[src/rtl/booth_mul_pkg.sv]
// Shared types and helpers for the radix-4 Booth multiplier.
// The digit encoding is one-hot on magnitude, with a separate sign flag.
package booth_mul_pkg;

    localparam int unsigned BOOTH_STAGES = 3;

    typedef struct packed {
        logic neg;
        logic x1;
        logic x2;
    } booth_dig_t;

    // Map a multiplier triplet {b[2i+1], b[2i], b[2i-1]} to a Booth digit.
    // Both 000 and 111 encode 0. Each of them returns all flags clear.
    function automatic booth_dig_t booth_enc(input logic [2:0] trip);
        booth_dig_t d;
        d = '0;
        case (trip)
            3'b001, 3'b010: d.x1 = 1'b1;
            3'b011:         d.x2 = 1'b1;
            3'b100:         begin d.neg = 1'b1; d.x2 = 1'b1; end
            3'b101, 3'b110: begin d.neg = 1'b1; d.x1 = 1'b1; end
            default:        ;
        endcase
        return d;
    endfunction

endpackage

[src/rtl/booth_pp_gen.sv]
// One Booth digit: encode the triplet and form its partial-product row.
// Negative digits produce the one's complement. The +1 comes from neg,
// which is added at the row LSB.
module booth_pp_gen
    import booth_mul_pkg::*;
#(
    parameter int unsigned WIDTH = 24
) (
    input  logic [WIDTH+1:0] a_ext,
    input  logic [2:0]       trip,
    output logic [WIDTH+2:0] row,
    output logic             neg
);

    booth_dig_t       dig;
    logic [WIDTH+2:0] mag;

    // Select 0, a or 2a, then conditionally invert.
    always_comb begin
        dig = booth_enc(trip);
        mag = '0;
        if (dig.x1)
            mag = {a_ext[WIDTH+1], a_ext};
        else if (dig.x2)
            mag = {a_ext, 1'b0};
        row = dig.neg ? ~mag : mag;
        neg = dig.neg;
    end

endmodule

[src/rtl/booth_mul_pipe.sv]
// Pipelined radix-4 Booth multiplier, signed or unsigned per transaction.
// S1: partial products, S2: carry-save reduction, S3: final add.
// Optional: define BOOTH_MUL_PIPE_STICKY_EN to add out_sticky = |out_p[WIDTH-2:0].
module booth_mul_pipe
    import booth_mul_pkg::*;
#(
    parameter int unsigned WIDTH = 24
) (
    input  logic               clk,
    input  logic               rst_n,
    input  logic               in_valid,
    output logic               in_ready,
    input  logic [WIDTH-1:0]   in_a,
    input  logic [WIDTH-1:0]   in_b,
    input  logic               in_signed,
    output logic               out_valid,
    input  logic               out_ready,
    output logic [2*WIDTH-1:0] out_p,
    output logic               out_signed
`ifdef BOOTH_MUL_PIPE_STICKY_EN
    ,
    output logic               out_sticky
`endif
);

    localparam int unsigned NDIG = (WIDTH + 2) / 2;
    localparam int unsigned PW   = 2 * WIDTH;
    localparam int unsigned NROW = NDIG + 1;

    logic                    stall;
    logic [BOOTH_STAGES-1:0] vld;

    // Operand extension. For odd WIDTH, one extension bit is enough to
    // cover the top triplet of b, so b is only padded to 2*NDIG bits.
    logic [WIDTH+1:0]  a_ext;
    logic [2*NDIG-1:0] b_ext;
    logic [2*NDIG:0]   b_pad;

    assign a_ext = {{2{in_signed & in_a[WIDTH-1]}}, in_a};
    assign b_ext = {{(2*NDIG-WIDTH){in_signed & in_b[WIDTH-1]}}, in_b};
    assign b_pad = {b_ext, 1'b0};

    logic [WIDTH+2:0] pp_row [NDIG];
    logic [NDIG-1:0]  pp_neg;
    logic [PW-1:0]    pp_ext [NDIG];
    logic [PW-1:0]    neg_row;

    for (genvar i = 0; i < NDIG; i++) begin : g_pp
        booth_pp_gen #(.WIDTH(WIDTH)) u_pp (
            .a_ext (a_ext),
            .trip  (b_pad[2*i+2:2*i]),
            .row   (pp_row[i]),
            .neg   (pp_neg[i])
        );
        assign pp_ext[i] = {{(PW-WIDTH-3){pp_row[i][WIDTH+2]}}, pp_row[i]} << (2*i);
    end

    // The neg bits sit at distinct even positions. They are therefore
    // packed into one extra row instead of being handled separately.
    always_comb begin
        neg_row = '0;
        for (int unsigned i = 0; i < NDIG; i++)
            neg_row[2*i] = pp_neg[i];
    end

    assign stall     = vld[BOOTH_STAGES-1] & ~out_ready;
    assign in_ready  = ~stall;
    assign out_valid = vld[BOOTH_STAGES-1];

    // Valid bits advance together. On a stall, every stage holds.
    always_ff @(posedge clk or negedge rst_n) begin
        if (!rst_n)
            vld <= '0;
        else if (!stall)
            vld <= {vld[BOOTH_STAGES-2:0], in_valid};
    end

    logic [PW-1:0] s1_rows [NROW];
    logic          s1_signed;

    // S1: register the partial-product rows.
    always_ff @(posedge clk or negedge rst_n) begin
        if (!rst_n) begin
            for (int unsigned i = 0; i < NROW; i++)
                s1_rows[i] <= '0;
            s1_signed <= 1'b0;
        end else if (!stall) begin
            for (int unsigned i = 0; i < NDIG; i++)
                s1_rows[i] <= pp_ext[i];
            s1_rows[NDIG] <= neg_row;
            s1_signed     <= in_signed;
        end
    end

    // Carry-save array. Each 3:2 compressor folds one more row into (sum, carry).
    logic [PW-1:0] cs_sum [NROW-1];
    logic [PW-1:0] cs_cry [NROW-1];

    assign cs_sum[0] = s1_rows[0];
    assign cs_cry[0] = s1_rows[1];

    for (genvar k = 0; k < NROW - 2; k++) begin : g_csa
        assign cs_sum[k+1] = cs_sum[k] ^ cs_cry[k] ^ s1_rows[k+2];
        assign cs_cry[k+1] = {(cs_sum[k][PW-2:0] & cs_cry[k][PW-2:0])
                            | (cs_sum[k][PW-2:0] & s1_rows[k+2][PW-2:0])
                            | (cs_cry[k][PW-2:0] & s1_rows[k+2][PW-2:0]), 1'b0};
    end

    logic [PW-1:0] s2_sum;
    logic [PW-1:0] s2_cry;
    logic          s2_signed;

    // S2: register the reduced sum/carry pair.
    always_ff @(posedge clk or negedge rst_n) begin
        if (!rst_n) begin
            s2_sum    <= '0;
            s2_cry    <= '0;
            s2_signed <= 1'b0;
        end else if (!stall) begin
            s2_sum    <= cs_sum[NROW-2];
            s2_cry    <= cs_cry[NROW-2];
            s2_signed <= s1_signed;
        end
    end

    logic [PW-1:0] p_sum;
    assign p_sum = s2_sum + s2_cry;

    // S3: final carry-propagate add, modulo 2^(2*WIDTH).
    always_ff @(posedge clk or negedge rst_n) begin
        if (!rst_n) begin
            out_p      <= '0;
            out_signed <= 1'b0;
        end else if (!stall) begin
            out_p      <= p_sum;
            out_signed <= s2_signed;
        end
    end

`ifdef BOOTH_MUL_PIPE_STICKY_EN
    // Sticky bit for mantissa rounding. It is registered alongside out_p.
    always_ff @(posedge clk or negedge rst_n) begin
        if (!rst_n)
            out_sticky <= 1'b0;
        else if (!stall)
            out_sticky <= |p_sum[WIDTH-2:0];
    end
`endif

endmodule
[config.mk]
export PLATFORM = sky130hd
export DESIGN_NAME = booth_mul_pipe
export DESIGN_NICKNAME = d
export VERILOG_FILES = /design/src/rtl/booth_mul_pkg.sv /design/src/rtl/booth_pp_gen.sv /design/src/rtl/booth_mul_pipe.sv
export SDC_FILE = /design/constraint.sdc
export NUM_CORES = 2
export LEC_CHECK = 0
export ABC_AREA = 1
export ABC_CLOCK_PERIOD_IN_PS = 7300
export CAP_MARGIN = 10
export CORE_UTILIZATION = 50
export DETAILED_ROUTE_END_ITERATION = 6
export GPL_TIMING_DRIVEN = 0
export HOLD_SLACK_MARGIN = 0.1
export PLACE_DENSITY = 0.71
export SETUP_SLACK_MARGIN = 0.02
export SKIP_CTS_REPAIR_TIMING = 1
export SLEW_MARGIN = 25
export SYNTH_ARGS = -nofsm -noshare
export SYNTH_HDL_FRONTEND = slang
export SYNTH_SLANG_ARGS = --single-unit
[constraint.sdc]
create_clock -name clk -period 7.3 [get_ports clk]
set_input_delay 1.46 -clock clk [delete_from_list [all_inputs] [get_ports clk]]
set_output_delay 1.46 -clock clk [all_outputs]
set_load 0.01 [all_outputs]
==> results_tabular.tex <==
\begin{tabular}{lr}
\hline
Metric & Value \\
\hline
\multicolumn{2}{l}{\textbf{Worst setup path}} \\
\quad Crit Path Max Fanout & 6 \\
\quad Worst endpoint data arrival time & 7.83 ns \\
\quad Capture point of the worst reg-to-reg path & s2\_sum[45] \\
\quad Launch instance of the worst register-to-register path & cs\_sum[601] \\
\quad Nature of the critical path startpoint & register \\
\quad Crit path capture type & register \\
\quad Worst reg-to-reg path cell count & 16 \\
\quad Class of the most critical setup path & register to register \\
\quad Required arrival time at the worst endpoint & between 7 and 8 ns \\
\quad Reg2reg setup slack & -0.007 ns \\
\multicolumn{2}{l}{\textbf{Status}} \\
\quad Failing checks & DRC, setup timing \\
\quad Result of the run & finished, violations left \\
\multicolumn{2}{l}{\textbf{Detailed routing}} \\
\quad Post-detailed-route count of antenna-violating nets & 0 \\
\quad Vias per Instance & 5.920 \\
\quad Number of violations reported at the end of detailed-routing iteration 0 & 4,024 \\
\quad Average wire per cell in the routed design & $\sim$25 um \\
\quad Drc violations & 10 \\
\quad Number of detailed-route iterations in the first pass & 7 \\
\quad Overall via count from detail\_route & 31.91k \\
\quad Total routed wirelength & 133.0 mm \\
\multicolumn{2}{l}{\textbf{Logic synthesis}} \\
\quad Synth warn & 0 \\
\quad Share of synthesized registers carrying an async set or reset & between 90\% and 100\% \\
\quad Mapped Area & 35,900 um\^{}2 \\
\quad Cells taking the most area after synthesis & sky130\_fd\_sc\_hd\_\_dfrtp\_1 34\%, sky130\_fd\_sc\_hd\_\_fa\_1 16\%, sky130\_fd\_sc\_hd\_\_nand2\_1 14\% \\
\quad Primary flip-flop cell chosen by synthesis mapping & sky130\_fd\_sc\_hd\_\_dfrtp\_1 \\
\quad Cell variety after synth & 47 \\
\quad Post-synth top area share & between 30\% and 40\% \\
\quad Leading post-synthesis cells by instance count & 1,339 x sky130\_fd\_sc\_hd\_\_nand2\_1, 492 x sky130\_fd\_sc\_hd\_\_dfrtp\_1, 384 x sky130\_fd\_sc\_hd\_\_inv\_1 \\
\quad FF+latch count, synth & 492 \\
\quad Instance count of the mapped netlist & $\sim$4.2k \\
\quad Most used standard cell by instance count after synthesis & sky130\_fd\_sc\_hd\_\_nand2\_1 \\
\quad Number of synthesized flops with an enable pin & 0 \\
\quad Share of synthesized area occupied by flip-flops and latches & approximately a third \\
\quad Net Count, Synth & $\sim$4.7k \\
\quad Mapped Avg Cell Area & 8.490 um\^{}2 \\
\quad Dominant cell type by area after synthesis & sky130\_fd\_sc\_hd\_\_dfrtp\_1 \\
\multicolumn{2}{l}{\textbf{STA}} \\
\quad Number of pins with negative max-slew slack in the final report & 0 \\
\quad Hold violation total from the final report & 0 \\
\quad Post-route clock skew & between 0.03 and 0.04 ns \\
\quad Highest attainable clock frequency & about 0.14 GHz \\
\quad Final worst setup slack & -0.007166 ns \\
\quad Setup violation total in the final timing report & 1 \\
\quad Max transition margin & between 10\% and 20\% \\
\quad Time the final worst path needs with I/O delays and setup & about 7.3 ns \\
\quad Share of the clock period used by the worst path & 100.1\% \\
\quad RSZ-0062 raised after global routing & yes \\
\quad Pin slew with the least headroom to its limit & about 1.2 ns \\
\multicolumn{2}{l}{\textbf{Hold path}} \\
\quad Min-delay worst type & register to register \\
\quad Worst min-delay path startpoint & s2\_signed \\
\quad Cell count of the worst hold path & 2 \\
\quad Hold Crit Endpoint & out\_signed \\
\multicolumn{2}{l}{\textbf{Placed design}} \\
\quad Final GP Congestion & 1.016 \\
\quad Instance area after placement & 38,240 um\^{}2 \\
\quad Detailed placer's ending HPWL & about 100 mm \\
\quad Instance count after placement with tap cells included & approximately 5.3k \\
\quad IO buf count & 100 \\
\multicolumn{2}{l}{\textbf{Global routing}} \\
\quad Vias in the first global route & 30.67k \\
\quad Number of antenna violations at the first check in global routing & 1 \\
\quad Grt ovf & 0 \\
\quad All-layer global routing usage & a little over a third \\
\quad Largest net degree at the start of global routing & 85 \\
\quad First-pass GRT wire length & roughly 200 mm \\
\multicolumn{2}{l}{\textbf{Floorplan}} \\
\quad Total I/O pin count & between 100 and 150 \\
\quad Placeable core region & approximately 71,000 um\^{}2 \\
\quad Starting Density & between 50 and 60\% \\
\quad Die outline height & between 200 and 300 um \\
\quad Number of placement rows & 97 \\
\quad Area enclosed by the die boundary & between 70,000 and 80,000 um\^{}2 \\
\quad Overall die width & between 200 and 300 um \\
\multicolumn{2}{l}{\textbf{Job}} \\
\quad Number of maximum-capacitance violations & 0 \\
\multicolumn{2}{l}{\textbf{Final layout}} \\
\quad Synth-to-layout area growth & 12.88\% \\
\quad Final-layout fill cell count & 6,391 \\
\quad Final non-filler cell total & roughly 5.4k \\
\quad Final core utilization & between 50\% and 60\% \\
\quad Design area & slightly above 40,000 um\^{}2 \\
\quad Fraction of final layout cells sized beyond drive strength 1 & 10.52\% \\
\quad Number of nets in the final layout & roughly 4.9k \\
\multicolumn{2}{l}{\textbf{CTS}} \\
\quad TritonCTS clock tree & built \\
\quad TritonCTS buffer count & 58 \\
\quad Clock tree root driver cell & sky130\_fd\_sc\_hd\_\_clkbuf\_16 \\
\quad Clock network latency to the later pin of the worst-skew pair & approximately 0.66 ns \\
\quad Count of H-tree levels built during CTS & 2 \\
\quad CTS Buffer Depth & 3 \\
\quad Count of clock tree sinks & around 500 \\
\quad Clock-pin slew of the registers on the worst-case setup and hold paths & $\sim$0.070 ns \\
\hline
\end{tabular}
[cell usage in the layout (no fill, tap or decap), types with 10 or more instances in the layout]
cell	count
sky130_fd_sc_hd__nand2_1	1336
sky130_fd_sc_hd__dfrtp_1	489
sky130_fd_sc_hd__inv_1	380
sky130_fd_sc_hd__o21ai_0	329
sky130_fd_sc_hd__fa_1	275
sky130_fd_sc_hd__o211ai_1	169
sky130_fd_sc_hd__ha_1	150
sky130_fd_sc_hd__nand3_1	121
sky130_fd_sc_hd__nor2_1	121
sky130_fd_sc_hd__o21ai_1	105
sky130_fd_sc_hd__a21oi_1	99
sky130_fd_sc_hd__clkdlybuf4s50_1	99
sky130_fd_sc_hd__clkbuf_1	87
sky130_fd_sc_hd__o22ai_1	69
sky130_fd_sc_hd__buf_4	59
sky130_fd_sc_hd__clkbuf_16	59
sky130_fd_sc_hd__buf_2	50
sky130_fd_sc_hd__buf_6	46
sky130_fd_sc_hd__xor2_1	42
sky130_fd_sc_hd__nand2_2	39
sky130_fd_sc_hd__inv_2	37
sky130_fd_sc_hd__o211ai_2	28
sky130_fd_sc_hd__nand4_1	21
sky130_fd_sc_hd__nor2_2	16
sky130_fd_sc_hd__nor2_4	14
sky130_fd_sc_hd__xnor2_1	13
sky130_fd_sc_hd__fa_2	13
sky130_fd_sc_hd__o31ai_1	12
sky130_fd_sc_hd__nand3b_1	12
sky130_fd_sc_hd__clkbuf_8	12
sky130_fd_sc_hd__clkinv_2	12
sky130_fd_sc_hd__bufinv_16	11
sky130_fd_sc_hd__buf_1	10
sky130_fd_sc_hd__o21ai_2	10
[critical path, cell delays in order (launching register included)]
cell,delay (ns)
sky130_fd_sc_hd__dfrtp_2,0.53
sky130_fd_sc_hd__fa_2,0.66
sky130_fd_sc_hd__fa_2,0.50
sky130_fd_sc_hd__fa_2,0.63
sky130_fd_sc_hd__fa_2,0.52
sky130_fd_sc_hd__fa_2,0.64
sky130_fd_sc_hd__fa_2,0.50
sky130_fd_sc_hd__fa_2,0.54
sky130_fd_sc_hd__fa_2,0.64
sky130_fd_sc_hd__fa_2,0.50
sky130_fd_sc_hd__fa_1,0.54
sky130_fd_sc_hd__inv_2,0.04
sky130_fd_sc_hd__fa_1,0.52
sky130_fd_sc_hd__inv_2,0.05
sky130_fd_sc_hd__ha_4,0.23
sky130_fd_sc_hd__nand2_2,0.05
sky130_fd_sc_hd__nand2_1,0.06
[cell families (layout without fill, tap and decap cells)]
logic type,after synthesis,in the layout,share of synthesized area (%)
other cells,0,1,0
buf+inv,668,889,8.829
fa+ha+maj,442,442,21.43
xor+xnor,55,55,1.342
mux,3,3,0.08366
flops,492,492,34.30
compound gates,841,841,14.04
simple gates,1727,1727,19.98
[area by class of cell]
type / instances / area (um^2) / share of cell area, %
Multi-Input combinational cell: 3068 / 20510 / 50.62
Sequential cell: 492 / 12320 / 30.39
Clock buffer: 76 / 1660 / 4.098
Inverter: 428 / 1642 / 4.051
Buffer: 240 / 1529 / 3.773
Timing Repair Buffer: 117 / 1254 / 3.094
Tap cell: 940 / 1176 / 2.903
Clock inverter: 28 / 429.2 / 1.059
Antenna cell: 1 / 2.502 / 0.006176
[registers in the layout, indices dropped and copies added, names as in the netlist]
register,cells
cs_cry,26
s1_rows,297
out_signed,1
s1_signed,1
s2_signed,1
s2_sum,48
out_p,48
s2_cry,41
cs_sum,26
vld,3
[how the worst max path moves through the flow]
stage	start	slack, ns	cells past startpoint	endpoint
2_1_floorplan	cs_sum[601]	0.42	16	s2_sum[47]
3_3_place_gp	rst_n	-18.33	1	s1_rows[547]
3_5_place_dp	cs_sum[601]	-0.34	16	s2_sum[45]
4_1_cts	cs_sum[601]	-0.37	16	s2_sum[45]
5_1_grt	cs_sum[601]	-0.10	16	s2_sum[45]
6_report	cs_sum[601]	-0.007	16	s2_sum[45]
[routing by layer]
metal  GRT usage, %  vias to the layer above  routed length (um)
li1               -                    14080                   -
met1          49.44                    15370               51810
met2          54.05                     2016               57280
met3          9.335                      436               16420
met4          17.69                        2                7504
met5              0                        -                  17
[metrics by stage]
stage	hold slack, ns	setup TNS, ns	setup slack, ns
after floorplan	0.4400	0	0.4242
after global placement	0.4504	-8981.16	-18.33
after detailed placement	0.4631	-2.856	-0.3365
after CTS	0.4730	-3.378	-0.3734
after global routing	0.4980	-0.3753	-0.1047
final	0.4750	-0.007166	-0.007166
Power is left out: the tool's default activity adds up to more than one toggle a clock period on the data nets, which glitch-free logic cannot reach.
